===== src/rtl/spi_pkg.sv =====
// Shared definitions for the SPI frame counter: controller state encoding.
package spi_pkg;

   typedef enum logic [1:0] {
      ST_IDLE  = 2'd0,
      ST_COUNT = 2'd1,
      ST_DONE  = 2'd2
   } spi_state_t;

endpackage : spi_pkg


===== src/rtl/spi_frame_counter.sv =====
// Bit/word/frame position counter for an SPI engine. Tracks the next bit within the word
// and the current word within the frame, with per-word and per-frame completion pulses.
module spi_frame_counter
   import spi_pkg::*;
#(
   parameter int MaxWordLen = 32,
   parameter int MaxWords   = 16,
   localparam int BW        = $clog2(MaxWordLen),
   localparam int WW        = (MaxWords > 1) ? $clog2(MaxWords) : 1
) (
   input  logic          clk,
   input  logic          rst_n,
   input  logic          EnCount,
   input  logic          SampleEdge,
   input  logic          Continuous,
   input  logic [BW-1:0] WordLenM1,
   input  logic [WW-1:0] FrameLenM1,
   output logic [BW-1:0] BitIdx,
   output logic [WW-1:0] WordIdx,
   output logic          LastBit,
   output logic          WordFlg,
   output logic          FrameFlg,
   output logic          Busy
);

   localparam logic [BW-1:0] WLEN_MAX = BW'(MaxWordLen - 1);
   localparam logic [WW-1:0] FLEN_MAX = WW'(MaxWords - 1);

   spi_state_t    r_state;
   logic [BW-1:0] r_bit_idx;
   logic [WW-1:0] r_word_idx;
   logic [BW-1:0] r_wlen;
   logic [WW-1:0] r_flen;
   logic          r_word_flg;
   logic          r_frame_flg;
   logic          r_busy;

   logic [BW-1:0] w_wlen_clamp;
   logic [WW-1:0] w_flen_clamp;

   // Out-of-range lengths saturate to the largest supported size when latched.
   assign w_wlen_clamp = (WordLenM1  > WLEN_MAX) ? WLEN_MAX : WordLenM1;
   assign w_flen_clamp = (FrameLenM1 > FLEN_MAX) ? FLEN_MAX : FrameLenM1;

   always_ff @(posedge clk or negedge rst_n) begin
      if (!rst_n) begin
         r_state     <= ST_IDLE;
         r_bit_idx   <= '0;
         r_word_idx  <= '0;
         r_wlen      <= '0;
         r_flen      <= '0;
         r_word_flg  <= 1'b0;
         r_frame_flg <= 1'b0;
         r_busy      <= 1'b0;
      end else begin
         r_word_flg  <= 1'b0;
         r_frame_flg <= 1'b0;
         if (!EnCount) begin
            r_state    <= ST_IDLE;
            r_busy     <= 1'b0;
            r_bit_idx  <= '0;
            r_word_idx <= '0;
         end else begin
            case (r_state)
               ST_IDLE: begin
                  // A strobe coinciding with the entry edge is deliberately not counted.
                  r_state    <= ST_COUNT;
                  r_busy     <= 1'b1;
                  r_bit_idx  <= '0;
                  r_word_idx <= '0;
                  r_wlen     <= w_wlen_clamp;
                  r_flen     <= w_flen_clamp;
               end
               ST_COUNT: begin
                  if (SampleEdge) begin
                     if (r_bit_idx == r_wlen) begin
                        r_bit_idx  <= '0;
                        r_word_flg <= 1'b1;
                        if (r_word_idx == r_flen) begin
                           r_word_idx  <= '0;
                           r_frame_flg <= 1'b1;
                           if (Continuous) begin
                              r_wlen <= w_wlen_clamp;
                              r_flen <= w_flen_clamp;
                           end else begin
                              r_state <= ST_DONE;
                              r_busy  <= 1'b0;
                           end
                        end else begin
                           r_word_idx <= r_word_idx + WW'(1);
                        end
                     end else begin
                        r_bit_idx <= r_bit_idx + BW'(1);
                     end
                  end
               end
               ST_DONE: begin
                  r_bit_idx  <= '0;
                  r_word_idx <= '0;
               end
               default: begin
                  r_state    <= ST_IDLE;
                  r_busy     <= 1'b0;
                  r_bit_idx  <= '0;
                  r_word_idx <= '0;
               end
            endcase
         end
      end
   end

   assign BitIdx   = r_bit_idx;
   assign WordIdx  = r_word_idx;
   assign WordFlg  = r_word_flg;
   assign FrameFlg = r_frame_flg;
   assign Busy     = r_busy;
   assign LastBit  = (r_state == ST_COUNT) && (r_bit_idx == r_wlen);

endmodule : spi_frame_counter


===== config.mk =====
export PLATFORM = sky130hd
export DESIGN_NAME = spi_frame_counter
export DESIGN_NICKNAME = d
export VERILOG_FILES = /design/src/rtl/spi_pkg.sv /design/src/rtl/spi_frame_counter.sv
export SDC_FILE = /design/constraint.sdc
export NUM_CORES = 1
export LEC_CHECK = 0
export CAP_MARGIN = 5
export CORE_ASPECT_RATIO = 1.5
export CORE_MARGIN = 1.5
export CORE_UTILIZATION = 55
export CTS_BUF_LIST = sky130_fd_sc_hd__clkbuf_8
export DETAILED_ROUTE_END_ITERATION = 16
export PLACE_DENSITY = 0.84
export SLEW_MARGIN = 20
export SYNTH_ARGS = -nofsm -noshare
export SYNTH_HDL_FRONTEND = slang
export SYNTH_SLANG_ARGS = --single-unit

===== constraint.sdc =====
create_clock -name clk -period 5.8 [get_ports clk]
set_input_delay 0.87 -clock clk [delete_from_list [all_inputs] [get_ports clk]]
set_output_delay 0.87 -clock clk [all_outputs]
set_load 0.01 [all_outputs]

# Yosys cells after proc, flatten, opt, wreduce, memory -nomap -nowiden
# Index checks and enable logic that the tools add are counted.
[op_classes]
n_reduce_logical = 6
n_lt_le_gt_ge = 2
add_sub_neg = 2
eq_ne = 13
n_mux = 42
[op_table]
columns = ["cell", "count"]
rows = [
  ["$mux 5", 9],
  ["$mux 4", 10],
  ["$mux 1", 14],
  ["$mux 2", 5],
  ["$pmux 5 s2", 1],
  ["$ne 3x3->1 const B", 3],
  ["$ne 2x2->1 const B", 4],
  ["$pmux 4 s2", 1],
  ["$pmux 2 s3", 1],
  ["$reduce_and 6->1", 1],
  ["$add 5x1->5 const B", 1],
  ["$eq 5x5->1", 1],
  ["$gt 5x5->1 const B", 1],
  ["$reduce_and 5->1", 1],
  ["$add 4x1->4 const B", 1],
  ["$eq 4x4->1", 1],
  ["$gt 4x4->1 const B", 1],
  ["$ne 3x2->1 const B", 1],
  ["$pmux 1 s3", 1],
  ["$eq 2x1->1 const B", 1],
  ["$eq 2x2->1 const B", 1],
  ["$logic_not 2->1", 1],
  ["$ne 2x1->1 const B", 1],
  ["$reduce_and 2->1", 1],
  ["other kinds (2)", 2],
]
[totals]
word_cells = 73
reg_bits = 23
out_inout_bits = 13

# Depth between registers and ports, before layout
# Gate-level depths: netlist of run 1.
[depth]
depth_word = 7
depth_mapped = 5
mapped_depth_nobuf = 5

# Least setup slack after synthesis of run 1
# Ideal clock, no wire load.
[synth_path]
kind = "register -> output"
start = "register r_bit_idx[3], in the netlist BitIdx[3]"
end = "output port LastBit"
arrival_time_ns = 1.431
required_ns = 4.930
setup_slack_ns = 3.499
n_path_buf = 0
stages_incl_launch_ff = 5
cell_sequence = "dfrtp_1 xnor2_1 nand3_2 or2_2 nor3_1"
[synth_via]
elab_chain_len = 2
[synth_rtl]
columns = ["element", "line", "rtl"]
rows = [
  ["start, declared", "spi_frame_counter.sv:30", "logic [BW-1:0] r_bit_idx;"],
  ["start signal, assigned", "spi_frame_counter.sv:93", "r_bit_idx <= r_bit_idx + BW'(1);"],
  ["$eq 5x5->1", "spi_frame_counter.sv:117", "assign LastBit = (r_state == ST_COUNT) && (r_bit_idx == r_wlen);"],
  ["$logic_and 1x1->1", "spi_frame_counter.sv:117", ""],
  ["end, declared", "spi_frame_counter.sv:20", "output logic LastBit,"],
]
# Every way passes these cells.

# Final worst setup path of run 1
# Same ends and word-level chain as after synthesis.

==> results.py, run 1 <==
metrics = {
    "final_layout": {
        "nets": 156,
        "nFillCells": 139,
        "drive_gt1_frac": 0.1583,
        "utilization": 0.7488,
        "finalNonFillerCells": 161,
        "area_delta_synth_final_pct": 25.69,
        "num_antenna_cells": 0,
    },
    "power": {
        "p_leak_nw": 0.6094,
        "power.share.sequential": 0.533,
        "switching_share": 0.2601,
        "p_comb_frac": 0.182,
        "internal_power_uw": 249.9,
        "p_clk_frac": 0.284,
        "power_uw": 337.8,
        "power.density_nw_per_um2": 219.9,
        "vdd_drop_max_mv": 0.1974,
        "switching_power_uw": 87.88,
    },
    "floorplanning": {
        "boundaryPins": 27,
        "die_h_microns": 60.74,
        "core.rowCount": 20,
        "coreArea_sq_um": 2052,
        "die_area_sq_um": 2520,
        "start_util": 0.5957,
        "dieWidth_microns": 41.50,
    },
    "clock_network": {
        "cts_setup_buffers": 0,
        "cts_tree": "done",
        "clkTransAtPathRegs_ns": 0.08,
        "post_cts_resized": 0,
        "clockRootBuffer": "clkbuf_8",
        "cts_hold_buffers": 0,
        "cts_buffer_depth": 2,
        "clock_latency_ns": 0.25,
        "cts_made_buffers": 3,
        "cts_sinks": 23,
        "cts_max_level": 1,
    },
    "routing": {
        "vias_per_cell": 5.851,
        "dr.pass1.iters": 4,
        "vias": 942,
        "totalWireLength_microns": 2351,
        "wire_per_inst_microns": 14.60,
        "drtIter0Drc": 15,
        "drc_errors": 0,
        "antenna_left": 0,
    },
    "critical_path": {
        "required_ns": 4.93,
        "crit_slowest_cell": "clkdlybuf4s50_1",
        "start_kind": "flip-flop",
        "cp-end-kind": "primary output",
        "reg2reg_slack_ns": 3.50,
        "slowest_delay_ns": 0.56,
        "cp_data_arrival_time_ns": 2.38,
        "path_delay_family": "simple AND/OR/NAND/NOR gates",
        "crit_buf_inv": 1,
        "cp_cell_sequence": "xnor2_1, nand3_2, or2_2, nor3_1, clkdlybuf4s50_1",
        "worstSetupPathType": "reg2out",
        "crit_fanout": 19,
    },
    "synth": {
        "synth_cell_types": 29,
        "synth_common_cells": "dfrtp_1 (23), mux2_2 (9), xnor2_1 (9)",
        "ys_ff_latch": 23,
        "synth_nets": 129,
        "synthTopCellsByArea": "dfrtp_1 (47%), mux2_2 (8.3%), xnor2_1 (6.4%), nand2b_1 (3.6%), o211ai_1 (3.1%)",
        "async_reset_ff_frac": 1.000,
        "synth_top_area_share": 0.4708,
        "yosysTopAreaCell": "dfrtp_1",
        "seq_area_frac_synth": 0.4708,
        "synth_area_per_cell_sq_um": 10.82,
        "synth_edf_count": 0,
        "yosysWarnings": 0,
        "yosysMostFrequentCell": "dfrtp_1",
        "ys.flop_type": "dfrtp_1",
        "syn_area_sq_um": 1222,
        "syn_inst": 113,
    },
    "sta": {
        "fin_ws_ns": 2.553,
        "rsz0062_at_grt": "false",
        "final_hold_viol_count": 0,
        "max_freq_mhz": 307.9,
        "period_needed_ns": 3.247,
        "finalMaxSlewViolations": 0,
        "tightest_slew_ns": 0.6534,
        "max-slew-margin-rel": 0.5629,
        "fin_skew_ns": 0.0009098,
        "setup_viol": 0,
        "tns_ns": 0,
        "fin_crit_sh": 0.5599,
    },
    "grt": {
        "antenna_found_initial": 0,
        "grt_usage": 0.1958,
        "grt_pass1_wl_microns": 3864,
        "grt_pass1_vias": 906,
        "grt_overflow": 0,
        "grt_start_max_net_pins": 24,
    },
    "place": {
        "place_inst": 157,
        "hpwlAfterDp_microns": 1735,
        "io_buffers": 26,
        "pre_cts_slack_ns": 2.837,
        "globalplace.congestion": 0.8034,
    },
    "job": {
        "max_cap_violations": 0,
    },
    "outcome": {
        "status": "finished, final reports clean",
    },
    "min_path": {
        "hold_path_class": "reg2reg",
    },
}
## path summary, 6_finish.rpt
path | startpoint | end | depth (start not counted)
max | BitIdx[3] | LastBit | 5
min | r_wlen[3] | r_wlen[3] | 1
max reg2reg | BitIdx[3] | r_wlen[4] | 4
min reg2reg | r_wlen[3] | r_wlen[3] | 1
max in group asynchronous | rst_n | WordIdx[1] | 1
min in group asynchronous | rst_n | BitIdx[0] | 1
## power groups by stage
| stage | clock network [mW] | logic [mW] | registers [mW] |
|---|---|---|---|
| floorplan | 0 | 0.0411 | 0.182 |
| global placement | 0 | 0.0607 | 0.183 |
| detailed placement | 0 | 0.0625 | 0.184 |
| CTS | 0.0988 | 0.0626 | 0.180 |
| global route | 0.106 | 0.0680 | 0.182 |
| finish | 0.0959 | 0.0617 | 0.180 |
## layout by cell type, fill, tap and decap left out, types with 5 or more instances in the layout
| master | instances |
|---|---|
| inv_1 | 5 |
| clkdlybuf4s50_1 | 25 |
| a21oi_1 | 7 |
| nand3_1 | 5 |
| dfrtp_1 | 23 |
| mux2_2 | 9 |
| o211ai_1 | 5 |
| xnor2_1 | 9 |
| nand2b_1 | 7 |
| nor2_1 | 5 |
## state kept, by name, summed over array words and instances (netlist names)
name / cells
r_flen: 4
Busy: 1
BitIdx: 5
WordFlg: 1
FrameFlg: 1
r_wlen: 5
WordIdx: 4
r_state: 2
## worst register-to-register path: stages (launching register included)
cell     delay, ns
dfrtp_1       0.45
xnor2_1       0.21
nand3_2       0.34
o41ai_4       0.78
mux2_2        0.40
## stage by stage
step | hold slack (ns) | cell area, sq um
final | 0.5332 | 1536
after global routing | 0.5583 | 1536
after CTS | 0.5394 | 1541
after detailed placement | 0.5228 | 1495
after global placement | 0.5112 | 1495
after floorplan | 0.4848 | 1222
## cell families (layout without fill, tap and decap cells)
| logic type | after synthesis | after routing | synth area share |
|---|---|---|---|
| and+or+nand+nor | 37 | 37 | 0.1853 |
| AOI/OAI and AO/OA | 24 | 24 | 0.1484 |
| DFF | 23 | 23 | 0.4708 |
| xor gates and xnor gates | 9 | 9 | 0.06449 |
| muxes | 9 | 9 | 0.08291 |
| buffers and inverters | 9 | 35 | 0.02763 |
| adders and majority gates | 2 | 2 | 0.02047 |
## final cells by class
class | count | area [sq um] | area share
clock buffers | 3 | 41.29 | 0.02687
clock inverters | 1 | 5.005 | 0.003257
inverters | 5 | 18.77 | 0.01222
multi-input cells | 81 | 613.1 | 0.3990
flip-flops and latches | 23 | 575.6 | 0.3746
well taps | 22 | 27.53 | 0.01792
repair buffers | 26 | 255.2 | 0.1661
## layer usage
layer / share of wire / global-route usage / vias to the layer above / wire (microns)
li1: - / - / 468 / -
met1: 0.42 / 0.2203 / 455 / 998
met2: 0.54 / 0.3862 / 17 / 1266
met3: 0.029 / 0.02083 / 2 / 68
met4: 0.0072 / 0.05991 / 0 / 17
met5: 0 / 0 / - / 0
Power figures use the tool's default switching activity.
==> run 2: changes to the inputs <==
- CORE_UTILIZATION: 55 -> 47
- PLACE_DENSITY: 0.84 -> 0.76
- clock period: 5.8 -> 2.75 ns (I/O delays scaled with it)
==> results.py, run 2 (synthesis gave the netlist of run 1 again) <==
metrics = {
    "clock_network": {
        "clockRootBuffer": "clkbuf_8",
        "cts_made_buffers": 3,
        "cts_tree": "done",
        "cts_max_level": 1,
        "cts_hold_buffers": 0,
        "cts_buffer_depth": 2,
        "cts_setup_buffers": 0,
        "cts_sinks": 23,
        "clkTransAtPathRegs_ns": 0.08,
        "clock_latency_ns": 0.26,
    },
    "critical_path": {
        "cp-end-kind": "primary output",
        "crit_fanout": 8,
        "cp_cell_sequence": "xnor2_1, nand2_2, or2_2, nor3_1, clkdlybuf4s50_1",
        "crit_slowest_cell": "clkdlybuf4s50_1",
        "start_kind": "flip-flop",
        "required_ns": 2.34,
        "cp_data_arrival_time_ns": 2.23,
        "worstSetupPathType": "reg2out",
        "slowest_delay_ns": 0.57,
    },
    "routing": {
        "vias": 990,
        "wire_per_inst_microns": 14.59,
        "antenna_left": 0,
        "drtIter0Drc": 13,
        "vias_per_cell": 5.928,
        "dr.pass1.iters": 10,
        "drc_errors": 2,
        "totalWireLength_microns": 2436,
    },
    "sta": {
        "tightest_slew_ns": 0.3761,
        "max-slew-margin-rel": 0.7485,
        "finalMaxSlewViolations": 0,
        "fin_skew_ns": 0.005579,
        "max_freq_mhz": 378.6,
        "period_needed_ns": 2.641,
        "fin_crit_sh": 0.9604,
        "rsz0062_at_grt": "false",
        "setup_viol": 0,
        "tns_ns": 0,
        "final_hold_viol_count": 0,
    },
    "floorplanning": {
        "start_util": 0.4990,
        "core.rowCount": 22,
        "die_area_sq_um": 2922,
        "die_h_microns": 65.46,
        "coreArea_sq_um": 2450,
        "boundaryPins": 27,
        "dieWidth_microns": 44.64,
    },
    "min_path": {
        "hold_path_class": "in2async",
    },
    "grt": {
        "grt_usage": 0.1878,
        "antenna_found_initial": 0,
        "grt_overflow": 0,
        "grt_start_max_net_pins": 24,
        "grt_pass1_vias": 978,
        "grt_pass1_wl_microns": 4119,
    },
    "power": {
        "power.density_nw_per_um2": 459.2,
        "p_leak_nw": 0.6346,
        "vdd_drop_max_mv": 0.2637,
    },
    "final_layout": {
        "utilization": 0.6461,
        "area_delta_synth_final_pct": 29.48,
        "drive_gt1_frac": 0.1818,
        "num_antenna_cells": 0,
        "layout_commonest_cell": "clkdlybuf4s50_1",
        "layout_common_cells": "clkdlybuf4s50_1 (26), dfrtp_1 (23), mux2_2 (9)",
        "nets": 160,
    },
    "job": {
        "max_cap_violations": 0,
    },
    "outcome": {
        "failed_checks": "design-rule violations",
        "status": "finished, violations left",
    },
    "place": {
        "hpwlAfterDp_microns": 1853,
        "io_buffers": 26,
        "globalplace.congestion": 0.8339,
    },
}
==> run 2: path summary, 6_finish.rpt <==
path,from,end,cells past startpoint,slack (ns)
worst min register to register,r_flen[1],r_flen[1],1,0.54
worst max-delay path,BitIdx[0],LastBit,5,0.11
worst min-delay path,rst_n,WordFlg,2,0.50
worst max register to register,BitIdx[3],r_wlen[1],6,0.71
min in group clk,r_flen[1],r_flen[1],1,0.54
max in group asynchronous,rst_n,r_wlen[1],2,2.02
==> run 2: layout make-up <==
class,instances,area (sq um)
sequential,23,575.6
clock inverter,1,3.754
tap,24,30.03
fill,206,867.1
timing repair buffer,30,290.3
multi-input combinational,81,623.1
inverter,5,18.77
clock buffer,3,41.29
==> run 2: metrics by stage <==
step,setup WS (ns),hold WS (ns),cells,area (sq um),power [mW]
2_1_floorplan,0.8110,0.1169,113,1222,0.4703
3_3_place_gp,0.4709,0.5105,163,1528,0.5224
3_5_place_dp,0.3493,0.5210,163,1528,0.5278
4_1_cts,0.05147,0.5137,167,1573,0.7292
5_1_grt,0.01222,0.5221,167,1583,0.7609
6_report,0.1090,0.4999,167,1583,0.7268
==> run 2: what timing repair did <==
item / in CTS / in global routing
setup endpoints to repair: 0 / 1
gates resized for setup: 0 / 2
hold endpoints to repair: 0 / 0
==> run 2: routing by layer <==
| metal | GRT usage | part of all wire | routed length (microns) |
|---|---|---|---|
| met5 | 0 | 0 | 0 |
| met4 | 0.08712 | 0.016 | 38 |
| met3 | 0.03022 | 0.030 | 73 |
| met2 | 0.3261 | 0.55 | 1346 |
| met1 | 0.2163 | 0.40 | 978 |
==> run 2: worst max-delay path: cells and delay by family, from the launching register on <==
family                    cells  cell delay [ns]
and+or+nand+nor               3             0.66
buffers and inverters         1             0.57
DFF                           1             0.45
xor gates and xnor gates      1             0.30
==> run 2: where the power goes <==
part	switching (mW)	total (mW)	internal [mW]
combinational	0.0690	0.143	0.0736
sequential	0.0188	0.381	0.362
clock	0.104	0.204	0.0996
total	0.192	0.727	0.535
==> run 3: changes to the inputs <==
- CORE_MARGIN: 1.5 -> 2
- SETUP_SLACK_MARGIN: unset -> 0.1
==> results.py, run 3 (synthesis gave the netlist of run 1 again) <==
metrics = {
    "min_path": {
        "hold_path_class": "in2async",
    },
    "critical_path": {
        "crit_path_start": "BitIdx[0]",
        "reg2reg_slack_ns": 0.70,
        "worstSetupPathType": "reg2out",
        "required_ns": 2.34,
        "cp-end-kind": "primary output",
        "crit_buf_inv": 1,
        "crit_slowest_cell": "clkdlybuf4s50_1",
        "r2r_start": "BitIdx[3]",
        "path_delay_family": "simple AND/OR/NAND/NOR gates",
        "worstSetupEndpoint": "LastBit",
        "cp_cell_sequence": "xnor2_2, nand2_2, or2_2, nor3_1, clkdlybuf4s50_1",
        "reg2reg_depth": 6,
        "start_kind": "flip-flop",
        "slowest_delay_ns": 0.56,
        "r2r_end": "r_wlen[1]",
        "crit_cells": 5,
        "cp_data_arrival_time_ns": 2.11,
        "crit_fanout": 8,
    },
    "place": {
        "io_buffers": 26,
        "dpl_cell_area_sq_um": 1528,
        "globalplace.congestion": 0.8674,
        "hpwlAfterDp_microns": 1930,
    },
    "floorplanning": {
        "die_area_sq_um": 3033,
        "core.rowCount": 22,
        "die_h_microns": 66.46,
        "boundaryPins": 27,
        "dieWidth_microns": 45.64,
        "start_util": 0.4990,
        "coreArea_sq_um": 2450,
    },
    "grt": {
        "grt_start_max_net_pins": 24,
        "grt_overflow": 0,
        "busiest_layer": "met2",
        "grt_pass1_wl_microns": 4360,
        "use_met2": 0.3398,
        "antenna_found_initial": 0,
        "gr-usage-met1": 0.2383,
        "grt_pass1_vias": 973,
        "grt_usage": 0.1974,
        "grt_util_met3": 0.02710,
    },
    "routing": {
        "totalWireLength_microns": 2624,
        "dr.pass1.iters": 5,
        "antenna_left": 0,
        "drtIter0Drc": 21,
        "drc_errors": 0,
        "vias": 999,
        "vias_per_cell": 5.982,
        "wire_per_inst_microns": 15.71,
    },
    "final_layout": {
        "seq_area_sq_um": 575.6,
        "utilization": 0.6496,
        "layout_common_cells": "clkdlybuf4s50_1 (26), dfrtp_1 (23), mux2_2 (9)",
        "drive_gt1_frac": 0.1958,
        "nets": 160,
        "multi_input_area_sq_um": 630.6,
        "final_area_sq_um": 1592,
        "nFillCells": 209,
        "area_delta_synth_final_pct": 30.19,
        "layout_commonest_cell": "clkdlybuf4s50_1",
        "num_antenna_cells": 0,
    },
    "sta": {
        "finalMaxSlewViolations": 0,
        "period_needed_ns": 2.520,
        "fin_crit_sh": 0.9163,
        "setup_viol": 0,
        "rsz0062_at_grt": "false",
        "max-slew-margin-rel": 0.7451,
        "tightest_slew_ns": 0.3789,
        "fin_skew_ns": 0.001285,
        "tns_ns": 0,
        "max_freq_mhz": 396.8,
        "final_hold_viol_count": 0,
    },
    "clock_network": {
        "cts_hold_buffers": 0,
        "clkTransAtPathRegs_ns": 0.09,
        "cts_tree": "done",
        "clock_latency_ns": 0.26,
        "cts_buffer_depth": 2,
        "clockRootBuffer": "clkbuf_8",
        "cts_sinks": 23,
        "cts_made_buffers": 3,
        "cts_max_level": 1,
    },
    "power": {
        "p_leak_nw": 0.6381,
        "power.density_nw_per_um2": 466.3,
        "vdd_drop_max_mv": 0.3163,
        "power_uw": 742.1,
    },
    "job": {
        "max_cap_violations": 0,
    },
    "outcome": {
        "status": "finished, final reports clean",
    },
}
## run 3: where the power goes
group | internal, mW | switching (mW)
Clock | 0.101 | 0.115
Sequential | 0.362 | 0.0200
Combinational | 0.0755 | 0.0692
Total | 0.538 | 0.204
## run 3: layout make-up
class | instances | share of cell area
inverter | 5 | 0.01179
clock buffer | 3 | 0.02594
sequential | 23 | 0.3616
timing repair buffer | 30 | 0.1824
tap | 24 | 0.01887
clock inverter | 1 | 0.003145
multi-input combinational | 81 | 0.3962
## run 3: what timing repair did
item                       CTS  global route
gates resized for setup      0             3
setup endpoints to repair    0             1
buffers inserted             0             0
## run 3: metal layers
metal,wire length [microns],share of wire
met5,0,0
met4,51,0.019
met3,69,0.026
met2,1444,0.55
met1,1059,0.40
## run 3: worst min path at each step
stage / depth (start not counted) / start / end / slack (ns)
CTS: 2 / rst_n / WordIdx[3] / 0.51
finish: 2 / rst_n / BitIdx[4] / 0.50
global placement: 1 / r_state[0] / r_state[0] / 0.51
detailed placement: 1 / r_wlen[3] / r_wlen[3] / 0.52
floorplan: 0 / rst_n / BitIdx[0] / 0.12
global route: 2 / rst_n / BitIdx[4] / 0.53
## run 3: per-stage QoR
| stage | instances | setup slack (ns) | hold slack, ns |
|---|---|---|---|
| 4_1_cts | 167 | 0.1072 | 0.5121 |
| 3_3_place_gp | 163 | 0.4710 | 0.5097 |
| 5_1_grt | 167 | 0.1428 | 0.5311 |
| 3_5_place_dp | 163 | 0.4085 | 0.5223 |
| 2_1_floorplan | 113 | 0.8110 | 0.1169 |
| 6_report | 167 | 0.2301 | 0.4967 |
==> edit 1 (settings of run 3) <==
Add an input register stage for `EnCount`, `SampleEdge`, `Continuous`, `WordLenM1` and `FrameLenM1`, with the module's reset; this delays them by one clock.
--- a/src/rtl/spi_frame_counter.sv
+++ b/src/rtl/spi_frame_counter.sv
@@ -26,6 +26,28 @@
    localparam logic [BW-1:0] WLEN_MAX = BW'(MaxWordLen - 1);
    localparam logic [WW-1:0] FLEN_MAX = WW'(MaxWords - 1);
 
+   logic EnCount_q;
+   logic SampleEdge_q;
+   logic Continuous_q;
+   logic [BW-1:0] WordLenM1_q;
+   logic [WW-1:0] FrameLenM1_q;
+
+   always_ff @(posedge clk or negedge rst_n) begin
+      if (!rst_n) begin
+         EnCount_q    <= '0;
+         SampleEdge_q <= '0;
+         Continuous_q <= '0;
+         WordLenM1_q  <= '0;
+         FrameLenM1_q <= '0;
+      end else begin
+         EnCount_q    <= EnCount;
+         SampleEdge_q <= SampleEdge;
+         Continuous_q <= Continuous;
+         WordLenM1_q  <= WordLenM1;
+         FrameLenM1_q <= FrameLenM1;
+      end
+   end
+
    spi_state_t    r_state;
    logic [BW-1:0] r_bit_idx;
    logic [WW-1:0] r_word_idx;
@@ -39,8 +61,8 @@
    logic [WW-1:0] w_flen_clamp;
 
    // Out-of-range lengths saturate to the largest supported size when latched.
-   assign w_wlen_clamp = (WordLenM1  > WLEN_MAX) ? WLEN_MAX : WordLenM1;
-   assign w_flen_clamp = (FrameLenM1 > FLEN_MAX) ? FLEN_MAX : FrameLenM1;
+   assign w_wlen_clamp = (WordLenM1_q > WLEN_MAX) ? WLEN_MAX : WordLenM1_q;
+   assign w_flen_clamp = (FrameLenM1_q > FLEN_MAX) ? FLEN_MAX : FrameLenM1_q;
 
    always_ff @(posedge clk or negedge rst_n) begin
       if (!rst_n) begin
@@ -55,7 +77,7 @@
       end else begin
          r_word_flg  <= 1'b0;
          r_frame_flg <= 1'b0;
-         if (!EnCount) begin
+         if (!EnCount_q) begin
             r_state    <= ST_IDLE;
             r_busy     <= 1'b0;
             r_bit_idx  <= '0;
@@ -72,14 +94,14 @@
                   r_flen     <= w_flen_clamp;
                end
                ST_COUNT: begin
-                  if (SampleEdge) begin
+                  if (SampleEdge_q) begin
                      if (r_bit_idx == r_wlen) begin
                         r_bit_idx  <= '0;
                         r_word_flg <= 1'b1;
                         if (r_word_idx == r_flen) begin
                            r_word_idx  <= '0;
                            r_frame_flg <= 1'b1;
-                           if (Continuous) begin
+                           if (Continuous_q) begin
                               r_wlen <= w_wlen_clamp;
                               r_flen <= w_flen_clamp;
                            end else begin
Function: changed (a bounded check fails within 4 cycles, from zero or initial values and one cycle with rst_n low).
==> edit 1 against run 3 <==
- global-route usage down 0.63 points
- die area up 19%
- final area up 18%
- sequential cell count up 11
- hold slack worse by 0.018 ns
- power up 42%
- synthesized area up 20%
- combinational power down 7%
- fmax up 1.3%
- setup slack better by 0.032 ns
- first-iteration DRC count up 9.5%
- wire length up 10%
- critical path depth down 1
- largest power group unchanged
==> edit 1: results (changes against run 3) <==
[synthesis]
synth_cells = 120  ; was 113
synth_common_cells = dfrtp_1, mux2_2, xnor2_1  ; unchanged
syn-num-nets = 136  ; was 129
synth_cell_types = 28  ; was 29
ys_seq_area_share_pct = 57.77  ; was 47.08%

[cells_and_area]
nNonClkBuffers = 28  ; was 30
inv_count = 3  ; was 5
clk_share_pct = 4.876  ; was 2.909%
nClkBuffers = 6  ; was 3
nMultiInputCombCells = 78  ; was 81
nets = 166  ; was 160
seq_cells = 34  ; was 23
seqCellArea_um2 = 850.8  ; was 575.6 um^2
buf_share_pct = 14.70  ; was 18.24%
fillers = 267  ; was 209

[setup_path]
cpPeakStageDelay_ns = 0.59  ; was 0.56 ns
arrival_ns = 2.08  ; was 2.11 ns
reg2reg_depth = 4  ; was 6

[worst_hold_path]
hp-class = flop to flop  ; was input pin to async pin

[placed_design]
dp_cells = 182  ; was 163
place_congestion = 0.7732  ; was 0.8674
dp_slack_ns = 0.4996  ; was 0.4085 ns
place_area_mm2 = 0.001777  ; was 0.001528 mm^2

[floorplanning]
die_area_mm2 = 0.003606  ; was 0.003033 mm^2

[routing]
drtPass1Iterations = 4  ; was 5
wl_met3_um = 100  ; was 69 um
dr_total_vias = 1026  ; was 999
wl_per_cell_um = 15.24  ; was 15.71 um

[grt]
use_met1_pct = 20.28  ; was 23.83%
first_global_vias = 1134  ; was 973
track_usage_pct = 19.11  ; was 19.74%
met3_usage_pct = 5.144  ; was 2.710%
grt_pass1_wl_mm = 5.106  ; was 4.360 mm

[cts]
cts.clk_slew.worst_paths_ns = 0.06  ; was 0.09 ns
clock_latency_ns = 0.28  ; was 0.26 ns
h-tree-depth = 2  ; was 1

[timing]
fin_worst_skew_ns = 0.004667  ; was 0.001285 ns
relSlewSlack_pct = 52.34  ; was 74.51%
fin_crit_ns = 2.488  ; was 2.520 ns

[pwr]
peakVddDrop_mv = 0.3797  ; was 0.3163 mV
swShare_pct = 24.17  ; was 27.46%

[outcome]
outcome = completed  ; unchanged

==> edit 1: cell types whose count changed after synthesis, sizes merged, moves of 2 or more <==
cell           run 3  this run
nor4               3         5
nand2b             7         5
inv                5         3
dfrtp             23        34
==> edit 1: how the worst min path moves through the flow <==
stage | to | slack [ns] | depth (start not counted) | from
detailed placement | r_flen[2]$_DFFE_PN0P_ | 0.47 | 1 | FrameLenM1_q[2]$_DFF_PN0_
floorplan | BitIdx[0]$_DFFE_PN0P_ | 0.12 | 0 | rst_n
finish | r_wlen[3]$_DFFE_PN0P_ | 0.48 | 1 | WordLenM1_q[3]$_DFF_PN0_
CTS | r_wlen[3]$_DFFE_PN0P_ | 0.48 | 1 | WordLenM1_q[3]$_DFF_PN0_
global route | r_flen[2]$_DFFE_PN0P_ | 0.50 | 1 | FrameLenM1_q[2]$_DFF_PN0_
global placement | r_flen[1]$_DFFE_PN0P_ | 0.46 | 1 | FrameLenM1_q[1]$_DFF_PN0_
==> edit 1: cells by family (layout without fill, tap and decap cells) <==
| logic type | count (synthesis) | count (layout) | share of synthesized area (%) |
|---|---|---|---|
| adder cells (fa/ha/maj) | 2 | 2 | 1.699 |
| buffers and inverters | 8 | 39 | 2.123 |
| multiplexers | 9 | 9 | 6.882 |
| AND/OR/NAND/NOR | 36 | 36 | 14.78 |
| XOR/XNOR | 9 | 9 | 5.353 |
| AO/OA/AOI/OAI | 22 | 22 | 11.39 |
| flip-flops | 34 | 34 | 57.77 |
==> edit 1: power by group through the flow <==
stage	clock network, mW	logic [mW]	registers [mW]
after floorplan	0	0.0854	0.558
after global placement	0	0.129	0.564
after detailed placement	0	0.135	0.566
after CTS	0.374	0.135	0.557
after global routing	0.389	0.149	0.560
final	0.360	0.135	0.555
==> edit 2 (flow settings as in run 3) <==
Without the edit above. `MaxWords`: 16 -> 64.
--- a/src/rtl/spi_frame_counter.sv
+++ b/src/rtl/spi_frame_counter.sv
@@ -4,7 +4,7 @@
    import spi_pkg::*;
 #(
    parameter int MaxWordLen = 32,
-   parameter int MaxWords   = 16,
+   parameter int MaxWords   = 64,
    localparam int BW        = $clog2(MaxWordLen),
    localparam int WW        = (MaxWords > 1) ? $clog2(MaxWords) : 1
 ) (
Interface: changed (resized FrameLenM1 and WordIdx); port bits go from 27 to 31. No check against the original RTL was run, so the function may have changed too.
==> edit 2 against run 3 <==
- utilization down 1.9 points
- setup slack improved by 0.025 ns
- critical path type unchanged
- largest power group unchanged
- synthesized cell count rose by 8.8%
- sequential cell count increased by 4
- clock power grew 2%
- power grew 25%
- synthesized area grew 16%
- clock skew up 0.0026 ns
- final area is 14% higher
- sequential share of layout area up 0.98 points
- global-route usage shrank 0.35 points
- highest routed layer unchanged
- hold slack improved by 0.0040 ns
- wire length rose by 15%
- non-clock buffer count is 4 higher
==> edit 2: results (changes against run 3) <==
[outcome]
outcome = completed  ; unchanged

[cells_and_area]
clk_share_pct = 2.476  ; was 2.909%
inv_count = 3  ; was 5
nets = 177  ; was 160
fin_util_pct = 63.11  ; was 64.96%
seq_cells = 27  ; was 23
multi_input_area_share_pct = 38.93  ; was 39.62%
nNonClkBuffers = 34  ; was 30

[synthesis]
ys_seq_area_share_pct = 47.75  ; was 47.08%
synth_fa_ha_area_share_pct = 1.768  ; was 2.047%
synth_mux_area_share_pct = 11.41  ; was 8.291%
syn-num-nets = 141  ; was 129
synth_xor_area_share_pct = 8.046  ; was 6.448%

[placed_design]
port_buffers = 30  ; was 26
dp_slack_ns = 0.3662  ; was 0.4085 ns
place_congestion = 0.8416  ; was 0.8674
place_area_mm2 = 0.001757  ; was 0.001528 mm^2
dp_cells = 191  ; was 163

[grt]
grt_pass1_wl_mm = 5.326  ; was 4.360 mm
track_usage_pct = 19.39  ; was 19.74%
grt_use_met2_pct = 35.62  ; was 33.98%
use_met1_pct = 23.44  ; was 23.83%

[setup_path]
cpPeakStageDelay_ns = 0.58  ; was 0.56 ns
reg2reg_from = WordIdx[2]$_DFFE_PN0P_  ; was BitIdx[3]$_DFFE_PN0P_

[pwr]
pg_clk_mw = 0.221  ; was 0.216 mW
power.share.combinational_pct = 24.5  ; was 19.5%
peakVddDrop_mv = 0.3603  ; was 0.3163 mV

[timing]
fin_worst_skew_ns = 0.003884  ; was 0.001285 ns

[routing]
via_per_inst = 5.497  ; was 5.982
wl_met3_um = 84  ; was 69 um

-- edit 2: cell count changes in the layout (fill, tap and decap cells not counted), sizes merged, moves of 3 or more --
| cell | delta |
|---|---|
| a211o | -3 |
| xor2 | +13 |
| clkdlybuf4s50 | +4 |
| o211ai | -5 |
| xnor2 | -9 |
| dfrtp | +4 |
| nand2 | +6 |
| nand3 | +3 |
| or2 | -3 |
-- edit 2: final timing paths --
kind	slack, ns	cells after the start	to
max	0.26	5	LastBit
min	0.50	2	r_flen[4]$_DFFE_PN0P_
max reg2reg	0.42	6	r_flen[0]$_DFFE_PN0P_
min reg2reg	0.53	1	r_flen[0]$_DFFE_PN0P_
max in group asynchronous	1.99	2	BitIdx[3]$_DFFE_PN0P_
min in group clk	0.53	1	r_flen[0]$_DFFE_PN0P_
-- edit 2: timing repair --
action / in CTS / in global routing
setup buffers: 0 / 2
endpoints found under the hold margin: 0 / 0
resized for setup: 0 / 1
endpoints found under the setup margin: 0 / 1
